--- src/rtl/ram_burst_ctrl.sv ---
`timescale 1ns/1ps
`default_nettype none
// ============================================================================
// Module      : ram_burst_ctrl
// Description : Burst command front-end for a single-port synchronous RAM.
//               Optional CLEAR command enabled by RAM_BURST_CTRL_CLEAR_EN.
// Revision    : 1.0 - initial release
// ============================================================================
module ram_burst_ctrl #(
    parameter int ADDR_W = 6,
    parameter int DATA_W = 8,
    parameter int LEN_W  = 6
) (
    input  logic              clk,
    input  logic              rst,
    input  logic              cmd_valid,
    output logic              cmd_ready,
    input  logic              cmd_write,
    input  logic [ADDR_W-1:0] cmd_addr,
    input  logic [LEN_W-1:0]  cmd_len,
    input  logic              wr_valid,
    output logic              wr_ready,
    input  logic [DATA_W-1:0] wr_data,
    output logic              rd_valid,
    input  logic              rd_ready,
    output logic [DATA_W-1:0] rd_data,
    output logic              busy,
    output logic              ram_we,
    output logic [ADDR_W-1:0] ram_addr,
    output logic [DATA_W-1:0] ram_din,
    output logic              ram_rst,
    input  logic [DATA_W-1:0] ram_dout
);

`ifdef RAM_BURST_CTRL_CLEAR_EN
    typedef enum logic [1:0] {
        IDLE = 2'd0,
        WR   = 2'd1,
        RD   = 2'd2,
        CLR  = 2'd3
    } state_t;
`else
    typedef enum logic [1:0] {
        IDLE = 2'd0,
        WR   = 2'd1,
        RD   = 2'd2
    } state_t;
`endif

    localparam logic [LEN_W:0]    c_len_one  = 1;
    localparam logic [ADDR_W-1:0] c_addr_one = 1;

    state_t              r_state;
    logic [ADDR_W-1:0]   r_cur;
    logic [LEN_W:0]      r_left;
    logic                r_stage_a;   // read address presented to RAM this cycle
    logic                r_stage_b;   // RAM dout carries a read beat this cycle
    logic [DATA_W-1:0]   r_fifo [2];
    logic                r_wptr;
    logic                r_rptr;
    logic [1:0]          r_count;

    logic                w_pop;
    logic                w_push;
    logic [2:0]          w_occ;
    logic                w_issue;

    assign cmd_ready = (r_state == IDLE);
    assign wr_ready  = (r_state == WR);
    assign busy      = (r_state != IDLE);
    assign rd_valid  = (r_count != 2'd0);
    assign rd_data   = r_fifo[r_rptr];

    assign w_pop  = rd_valid && rd_ready;
    assign w_push = r_stage_b;

    // Occupancy after this cycle's pop; issuing keeps FIFO + in-flight <= 2.
    assign w_occ   = {1'b0, r_count} - {2'b00, w_pop}
                   + {2'b00, r_stage_a} + {2'b00, r_stage_b};
    assign w_issue = (r_state == RD) && (r_left != '0) && (w_occ < 3'd2);

`ifndef RAM_BURST_CTRL_CLEAR_EN
    assign ram_rst = 1'b0;
`endif

    always_ff @(posedge clk or posedge rst) begin
        if (rst) begin
            r_state   <= IDLE;
            r_cur     <= '0;
            r_left    <= '0;
            r_stage_a <= 1'b0;
            r_stage_b <= 1'b0;
            ram_we    <= 1'b0;
            ram_addr  <= '0;
            ram_din   <= '0;
`ifdef RAM_BURST_CTRL_CLEAR_EN
            ram_rst   <= 1'b0;
`endif
        end else begin
            ram_we    <= 1'b0;
            r_stage_a <= w_issue;
            r_stage_b <= r_stage_a;
`ifdef RAM_BURST_CTRL_CLEAR_EN
            ram_rst   <= 1'b0;
`endif
            case (r_state)
                IDLE: begin
                    if (cmd_valid) begin
                        r_cur  <= cmd_addr;
                        r_left <= {1'b0, cmd_len} + c_len_one;
`ifdef RAM_BURST_CTRL_CLEAR_EN
                        if (cmd_write && (&cmd_len) && (&cmd_addr)) begin
                            r_state <= CLR;
                            ram_rst <= 1'b1;
                        end else
`endif
                        if (cmd_write) begin
                            r_state <= WR;
                        end else begin
                            r_state <= RD;
                        end
                    end
                end
                WR: begin
                    if (wr_valid) begin
                        ram_we   <= 1'b1;
                        ram_addr <= r_cur;
                        ram_din  <= wr_data;
                        r_cur    <= r_cur + c_addr_one;
                        r_left   <= r_left - c_len_one;
                        if (r_left == c_len_one) begin
                            r_state <= IDLE;
                        end
                    end
                end
                RD: begin
                    if (w_issue) begin
                        ram_addr <= r_cur;
                        r_cur    <= r_cur + c_addr_one;
                        r_left   <= r_left - c_len_one;
                    end else if ((r_left == '0) && !r_stage_a && !r_stage_b
                                 && (r_count == 2'd0)) begin
                        r_state <= IDLE;
                    end
                end
`ifdef RAM_BURST_CTRL_CLEAR_EN
                CLR: begin
                    // First CLR cycle pulses ram_rst; the second lets dout settle to zero.
                    if (!ram_rst) begin
                        r_state <= IDLE;
                    end
                end
`endif
                default: r_state <= IDLE;
            endcase
        end
    end

    always_ff @(posedge clk or posedge rst) begin
        if (rst) begin
            r_fifo[0] <= '0;
            r_fifo[1] <= '0;
            r_wptr    <= 1'b0;
            r_rptr    <= 1'b0;
            r_count   <= 2'd0;
        end else begin
            if (w_push) begin
                r_fifo[r_wptr] <= ram_dout;
                r_wptr         <= ~r_wptr;
            end
            if (w_pop) begin
                r_rptr <= ~r_rptr;
            end
            case ({w_push, w_pop})
                2'b10:   r_count <= r_count + 2'd1;
                2'b01:   r_count <= r_count - 2'd1;
                default: r_count <= r_count;
            endcase
        end
    end

endmodule
`default_nettype wire

--- config.mk ---
export PLATFORM = sky130hd
export DESIGN_NAME = ram_burst_ctrl
export DESIGN_NICKNAME = d
export VERILOG_FILES = /design/src/rtl/ram_burst_ctrl.sv
export SDC_FILE = /design/constraint.sdc
export NUM_CORES = 1
export LEC_CHECK = 0
export CAP_MARGIN = 30
export CORE_MARGIN = 2
export CORE_UTILIZATION = 45
export CTS_BUF_LIST = sky130_fd_sc_hd__clkbuf_8
export CTS_CLUSTER_SIZE = 16
export DETAILED_ROUTE_END_ITERATION = 8
export GPL_ROUTABILITY_DRIVEN = 0
export PLACE_DENSITY = 0.73
export RECOVER_POWER = 25
export SLEW_MARGIN = 30
export SYNTH_ARGS = -nofsm -noshare
export SYNTH_HDL_FRONTEND = slang
export SYNTH_SLANG_ARGS = --single-unit
--- constraint.sdc ---
create_clock -name clk -period 4.2 [get_ports clk]
set_clock_uncertainty 0.15 [all_clocks]
set_input_delay 0.84 -clock clk [delete_from_list [all_inputs] [get_ports clk]]
set_output_delay 0.84 -clock clk [all_outputs]
set_load 0.01 [all_outputs]
==> results of run 1 <==
layer usage:
layer	global-route usage, %	up-vias
met4	6.33	0
met1	22.3	989
li1	-	956
met3	3.85	4
met2	28.9	48
met5	0	-
sequential cells by signal, summed over array words and instances, names as in the netlist:
register   flops
r_fifo        16
ram_din        8
r_left         7
r_cur          6
ram_addr       6
r_count        2
r_state        2
r_rptr         1
r_stage_a      1
r_stage_b      1
r_wptr         1
ram_we         1
layout make-up:
class | count | area [sq um]
fill | 486 | 2370
multi-input combinational | 152 | 1310
sequential | 52 | 1300
timing repair buffer | 61 | 608
tap | 75 | 93.8
inverter | 20 | 76.3
clock buffer | 5 | 68.8
clock inverter | 2 | 60.1
metrics by stage:
step	setup WS, ps	cells	area [sq um]	power [uW]
after floorplan	663	233	2720	1940
after global placement	209	360	3380	2420
after detailed placement	127	360	3390	2470
after CTS	444	367	3520	2870
after global routing	241	367	3510	3070
final	426	367	3510	2840
power groups by stage:
stage / Combinational (uW) / Clock, uW / Sequential (uW)
3_5_place_dp: 1510 / 0 / 953
3_3_place_gp: 1480 / 0 / 944
4_1_cts: 1520 / 407 / 945
6_report: 1500 / 394 / 944
5_1_grt: 1670 / 427 / 982
2_1_floorplan: 1010 / 0 / 926
cells by family after synthesis:
| logic type | synth area share, % |
|---|---|
| buffers and inverters | 4.27 |
| XOR/XNOR | 2.57 |
| flip-flops | 47.8 |
| adder cells (fa/ha/maj) | 6.25 |
| AND/OR/NAND/NOR | 8.64 |
| multiplexers | 17.6 |
| other | 0.138 |
| AO/OA/AOI/OAI | 12.7 |
Yosys cell counts (2+ instances only):
cell type	number	area [sq um]
mux2i_1	3	30.0
mux2_2	40	450
nor2_1	4	15.0
a2111oi_0	2	17.5
dfrtp_1	52	1300
ha_1	12	150
buf_4	2	15.0
a21o_1	2	15.0
a221oi_1	10	87.6
o31ai_1	2	15.0
o21ai_0	6	30.0
clkbuf_1	7	26.3
or3_1	2	12.5
xnor2_1	4	35.0
a2bb2oi_1	7	61.3
inv_1	19	71.3
o22ai_1	6	37.5
nand2b_1	4	25.0
nand2_1	13	48.8
nor3_1	5	25.0
nand3_1	8	40.0
xor2_1	4	35.0
critical path: stages:
cell and delay (ps):
clkdlybuf4s50_1 400, and2_0 170, ha_1 350, inv_1 60, ha_1 270, a21o_1 170
fa_1 380, xor2_1 230, o2111ai_4 310, a2111oi_0 540, a211o_1 160
worst paths after layout:
path / startpoint / to / cells after the start
setup / recovery: rd_ready / r_left[0] / 11
setup reg to reg: r_count[1] / r_left[0] / 11
hold reg to reg: r_stage_a / r_stage_b / 0
hold / removal: r_stage_a / r_stage_b / 0
min in group asynchronous: rst / r_fifo[8] / 2
max in group asynchronous: rst / ram_din[6] / 2
==> flow_metrics.tcl, run 1 <==
set metrics [dict create \
    die_area_sq_mm 0.00669 \
    crit_arrival_ps 3870 \
    path_clk_slew_ps 90 \
    area_growth_syn_to_layout_pct 29.0 \
    cts.sinks 52 \
    post_cts_resized 0 \
    tns_ps 0 \
    num_vias 1997 \
    power_density_mw_per_mm2 809 \
    final_layout_size_suffix_gt1_share_pct 19.2 \
    p_switching_uw 1030 \
    critPathMaxFanout 16 \
    wl_per_cell_um 14.6 \
    worst_pin_slew_ps 2240 \
    io_pins 62 \
    ys_seq_elements 52 \
    finalCritPeriodShare_pct 89.9 \
    hold_viol 0 \
    die_width_um 81.8 \
    async_flop_share_pct 100 \
    yosysWarnings 0 \
    grt_use_total_pct 17.4 \
    drv_slew 53 \
    combPwrFrac_pct 52.9 \
    cts_buffers 5 \
    r2r_slack_ps 570 \
    clock.fmax_mhz 265 \
    clock_latency_ps 300 \
    holdBufCountCts 0 \
    cap_viol_max_count 1 \
    synth_nets 280 \
    final_common_cell "dfrtp_1" \
    met2_length_um 2600 \
    hpwl_um 3930 \
    critPathKind "input pin to register" \
    final_cell_mix "dfrtp_1, clkdlybuf4s50_1, mux2_2, inv_1, nand2_1" \
    viasPerCell 5.44 \
    grt_first_pass_wirelength_um 8990 \
    drtIter0Drc 89 \
    clkPwrFrac_pct 13.9 \
    cts_tree "yes" \
    layout.nets 339 \
    h-tree-depth 2 \
    post_cts_buffers 0 \
    dr_wl_met3_um 267 \
    grt.overflow.total 0 \
    violations "capacitance limit, slew limit" \
    synth_area_sq_mm 0.00272 \
    hold_slack_ps 268 \
    wl_met1_um 2440 \
    antenna_left 0 \
    seqPwrFrac_pct 33.2 \
    power.leakage_uw 0.00150 \
    cts-root-buf "clkbuf_8" \
    syn_area_per_cell_sq_um 11.7 \
    io_buffers 60 \
    seq_area_frac_synth_pct 47.8 \
    synth_ff_type "dfrtp_1" \
    layout_min_cycle_time_ps 3770 \
    rsz0062_at_grt "false" \
    grt_max_degree 53 \
    synth_edf_count 0 \
    grt_pass1_vias 1983 \
    top_layer_used "met4" \
    startpoint_type "input pin" \
    route.detailed.drc 0 \
    synth_cell_types 41 \
    antenna_found_initial 0 \
    setup_violations 0 \
    ir_worst_vdd_mv 0.339 \
    slew_headroom_pct -50.1 \
    initial_utilization_pct 46.3 \
    die_y_um 81.8 \
    clk_path_buf_depth 2 \
    required_ps 4300 \
    placementRows 28 \
    wl_um 5370 \
    p_int_uw 1820 \
    status "finished with violations" \
    diodes 0 \
    hold_path.class "register to register" \
    crit_path_end_kind "register" \
    utilization_pct 59.7 \
    switching_share_pct 36.1 \
    synth_cells 233 \
    drt-pass1-iter-count 4 \
    coreArea_sq_mm 0.00589 \
]
Power figures use the tool's default switching activity.
==> inputs of run 2 (changes only) <==
- CORE_MARGIN: 2 -> 10
- clock period: 4.2 -> 3.8 ns (I/O delays scaled with it)
==> flow_metrics.tcl, run 2 (synthesized netlist as in run 1, its figures left out) <==
set metrics [dict create \
    status "finished with violations" \
    violations "capacitance limit, slew limit" \
    dr_wl_met3_um 240 \
    post_cts_buffers 0 \
    holdBufCountCts 0 \
    hold_viol 0 \
    top_layer_used "met4" \
    path_clk_slew_ps 90 \
    drv_slew 41 \
    coreArea_sq_mm 0.00589 \
    cts-root-buf "clkbuf_8" \
    die_area_sq_mm 0.00956 \
    critPathKind "input pin to register" \
    met2_length_um 2920 \
    rsz0062_at_grt "false" \
    worst_pin_slew_ps 1520 \
    cts_buffers 5 \
    route.detailed.drc 0 \
    layout_min_cycle_time_ps 3590 \
    antenna_left 0 \
    finalCritPeriodShare_pct 94.4 \
    final_cell_mix "clkdlybuf4s50_1, dfrtp_1, mux2_2, inv_1, nand2_1" \
    final_layout_size_suffix_gt1_share_pct 21.1 \
    hold_slack_ps 263 \
    critPathMaxStageDelay_ps 410 \
    antenna_found_initial 0 \
    crit_path_top_delay_cell "fa_1" \
    placementRows 28 \
    required_ps 3880 \
    post_cts_resized 0 \
    final_common_cell "clkdlybuf4s50_1" \
    initial_utilization_pct 46.3 \
    crit_arrival_ps 3670 \
    hold_path.class "register to register" \
    drt-pass1-iter-count 4 \
    drtIter0Drc 87 \
    setup_violations 0 \
    worst-path-buf-inv 3 \
    grt_pass1_vias 2038 \
    largest-register "r_fifo" \
    io_buffers 60 \
    cap_viol_max_count 1 \
    crit_path_end_kind "register" \
    path_delay_family "adder cells" \
    cts.sinks 52 \
    path_common_cell "ha_1" \
    wl_per_cell_um 15.7 \
    reg_top3 "r_fifo (16), ram_din (8), r_left (7)" \
    layout.nets 345 \
    pre_cts_ws_ps -129 \
    crit_chain "clkdlybuf4s50_1 > and2_1 > ha_1 > inv_1 > ha_1 > a21o_1 > fa_1 > xor2_2 > o2111ai_4 > buf_4 > a221oi_1 > a2bb2oi_1" \
    final.setup.worst_slack_ps 211 \
    power_density_mw_per_mm2 869 \
    diodes 0 \
    clock_latency_ps 300 \
    hpwl_um 4470 \
    wl_met1_um 2660 \
    largest_reg_flops 16 \
    viasPerCell 5.31 \
    cts_tree "yes" \
    ir_worst_vdd_mv 0.328 \
    grt_max_degree 41 \
    clk_path_buf_depth 2 \
    clock.fmax_mhz 279 \
    wl_um 5870 \
    startpoint_type "input pin" \
    grt.overflow.total 0 \
    num_vias 1987 \
    die_width_um 97.8 \
    slew_headroom_pct -1.30 \
    die_y_um 97.8 \
    area_growth_syn_to_layout_pct 29.4 \
    power.leakage_uw 0.00152 \
    nFillCells 500 \
    grt_use_total_pct 12.5 \
    h-tree-depth 2 \
    critPathMaxFanout 9 \
    io_pins 62 \
    grt_first_pass_wirelength_um 10300 \
]
run 2: metrics by stage:
step | power [uW] | util [%] | cells | setup TNS, ps | cell area (sq um)
6_report | 3060 | 59.9 | 374 | 0 | 3520
5_1_grt | 3320 | 59.9 | 374 | 0 | 3520
4_1_cts | 3090 | 59.8 | 374 | 0 | 3520
3_5_place_dp | 2780 | 58.3 | 366 | -1230 | 3430
3_3_place_gp | 2730 | 58.3 | 366 | -59.3 | 3430
2_1_floorplan | 2140 | - | 233 | 0 | 2720
run 2: worst paths after layout:
| check | start | to | slack, ps | cells past startpoint |
|---|---|---|---|---|
| worst max-delay path | rd_ready | r_left[4] | 210 | 12 |
| worst min-delay path | r_stage_a | r_stage_b | 260 | 0 |
| worst max register to register | r_count[1] | r_left[4] | 250 | 12 |
| worst min register to register | r_stage_a | r_stage_b | 260 | 0 |
| max in group asynchronous | rst | ram_din[1] | 1400 | 2 |
| min in group asynchronous | rst | ram_addr[3] | 1210 | 2 |
run 2: cell type report:
cell class / count / area [sq um] / area share [%]
multi-input combinational: 152 / 1310 / 37.3
sequential: 52 / 1300 / 36.9
timing repair buffer: 67 / 653 / 18.5
tap: 75 / 93.8 / 2.66
inverter: 20 / 75.1 / 2.13
clock buffer: 5 / 68.8 / 1.95
clock inverter: 3 / 18.8 / 0.532
run 2: report_power, final:
| part | switching (uW) | internal [uW] | total, uW | leakage [uW] |
|---|---|---|---|---|
| registers | 210 | 831 | 1040 | 0.000620 |
| logic | 764 | 946 | 1710 | 0.000849 |
| clock network | 183 | 129 | 312 | 0.0000479 |
run 2: metal layers:
metal / global-route usage, % / vias to the layer above
met5: 0 / -
met4: 3.58 / 0
met3: 3.10 / 5
met2: 20.3 / 39
met1: 16.0 / 977
li1: - / 966
==> inputs of run 3 (changes only) <==
- CELL_PAD_IN_SITES_DETAIL_PLACEMENT: not set -> 0
- CELL_PAD_IN_SITES_GLOBAL_PLACEMENT: not set -> 1
- CORE_UTILIZATION: 45 -> 41
- PLACE_DENSITY: 0.73 -> not set
- PLACE_DENSITY_LB_ADDON: not set -> 0.1
- RECOVER_POWER: 25 -> 100
==> flow_metrics.tcl, run 3 (synthesized netlist as in run 1, its figures left out) <==
set metrics [dict create \
    nFillCells 595 \
    final_layout_size_suffix_gt1_share_pct 19.7 \
    hold_viol 0 \
    area_growth_syn_to_layout_pct 28.9 \
    final_common_cell "dfrtp_1" \
    switching_share_pct 38.5 \
    power_density_mw_per_mm2 852 \
    hold_path.class "register to register" \
    power.leakage_uw 0.00152 \
    ir_worst_vdd_mv 0.396 \
    multi_input_area_sq_mm 0.00130 \
    p_int_uw 1840 \
    clock_latency_ps 310 \
    cts_buffers 5 \
    seqPwrFrac_pct 34.7 \
    path_clk_slew_ps 110 \
    antenna_found_initial 0 \
    route.detailed.drc 0 \
    antenna_left 0 \
    clkPwrFrac_pct 11.3 \
    power.total_uw 2990 \
    pre_cts_ws_ps -152 \
    rsz0062_at_grt "false" \
    wl_um 5900 \
    finalCritPeriodShare_pct 94.6 \
    crit_path_top_delay_cell "fa_1" \
    critPathMaxStageDelay_ps 410 \
    seq_area_sq_mm 0.00130 \
    hpwl_um 4410 \
    h-tree-depth 2 \
    cts_tree "yes" \
    largest-register "r_fifo" \
    grt_use_total_pct 11.7 \
    drt-pass1-iter-count 4 \
    crit_arrival_ps 3650 \
    grt_first_pass_wirelength_um 9940 \
    cts.sinks 52 \
    slew_headroom_pct -3.30 \
    grt_pass1_vias 2046 \
    utilization_pct 55.0 \
    grt_max_degree 33 \
    viasPerCell 5.26 \
    critPathMaxFanout 11 \
    worst_pin_slew_ps 1550 \
    p_switching_uw 1150 \
    startpoint_type "input pin" \
    final_cell_mix "dfrtp_1, mux2_2, clkdlybuf4s50_1, dlygate4sd3_1, inv_1" \
    crit_chain "clkdlybuf4s50_1 > and2_1 > ha_1 > inv_1 > ha_1 > a21o_1 > fa_1 > xor2_2 > o2111ai_4 > inv_2 > o21ai_2 > mux2_2" \
    combPwrFrac_pct 54.0 \
    coreArea_sq_mm 0.00639 \
    critPathKind "input pin to register" \
    violations "capacitance limit, slew limit" \
    worst-path-buf-inv 3 \
    placementRows 29 \
    wl_per_cell_um 15.7 \
    largest_reg_flops 16 \
    cap_viol_max_count 1 \
    path_common_cell "ha_1" \
    num_vias 1977 \
    setup_violations 0 \
    hold_slack_ps 251 \
    status "finished with violations" \
    die_area_sq_mm 0.0103 \
    drv_slew 31 \
    grt.overflow.total 0 \
    cts-root-buf "clkbuf_8" \
    required_ps 3850 \
    die_width_um 102 \
    layout.nets 345 \
    die_y_um 102 \
    final.setup.worst_slack_ps 206 \
    clk_path_buf_depth 2 \
    io_buffers 60 \
    layout_min_cycle_time_ps 3590 \
    io_pins 62 \
    initial_utilization_pct 42.7 \
    crit_path_end_kind "register" \
    diodes 0 \
    path_delay_family "adder cells" \
    reg_top3 "r_fifo (16), ram_din (8), r_left (7)" \
    clock.fmax_mhz 278 \
    holdBufCountCts 0 \
    drtIter0Drc 38 \
]
run 3: per-layer routing:
layer | GRT usage (%) | vias to the layer above | wire [um]
met5 | 0 | - | 0
li1 | - | 968 | -
met4 | 3.32 | 0 | 61
met3 | 3.95 | 6 | 411
met1 | 14.2 | 954 | 2640
met2 | 19.1 | 49 | 2790
run 3: final cells by class:
cell class	count	area share, %
repair buffers	67	18.2
inverters	20	2.14
clock buffers	5	1.96
clock inverters	3	0.784
well taps	77	2.74
flip-flops and latches	52	37.1
multi-input cells	152	37.1
run 3: path summary, 6_finish.rpt:
path / depth (start not counted) / slack (ps) / endpoint / start
worst max register to register: 12 / 240 / ram_addr[1] / r_count[1]
worst min register to register: 0 / 250 / r_stage_b / r_stage_a
max in group asynchronous: 3 / 630 / r_count[1] / rst
min in group asynchronous: 2 / 930 / r_left[3] / rst
worst max-delay path: 12 / 210 / ram_addr[1] / rd_ready
worst min-delay path: 0 / 250 / r_stage_b / r_stage_a
run 3: power by group through the flow:
stage          Combinational, uW  Clock (uW)  Sequential [uW]
4_1_cts                     1730         351             1040
3_3_place_gp                1710           0             1050
5_1_grt                     1810         370             1080
6_report                    1620         339             1040
2_1_floorplan               1120           0             1020
3_5_place_dp                1720           0             1050
run 3: metrics by stage:
stage	std cells	cell area, sq um	setup TNS (ps)
3_5_place_dp	368	3430	-1500
4_1_cts	376	3530	0
6_report	376	3510	0
5_1_grt	376	3510	0
3_3_place_gp	368	3430	-259
2_1_floorplan	233	2720	0
run 3: repair_timing:
item / 4_1_cts / 5_1_grt
setup buffers: 0 / 0
endpoints found under the setup margin: 0 / 1
gates resized for setup: 0 / 1
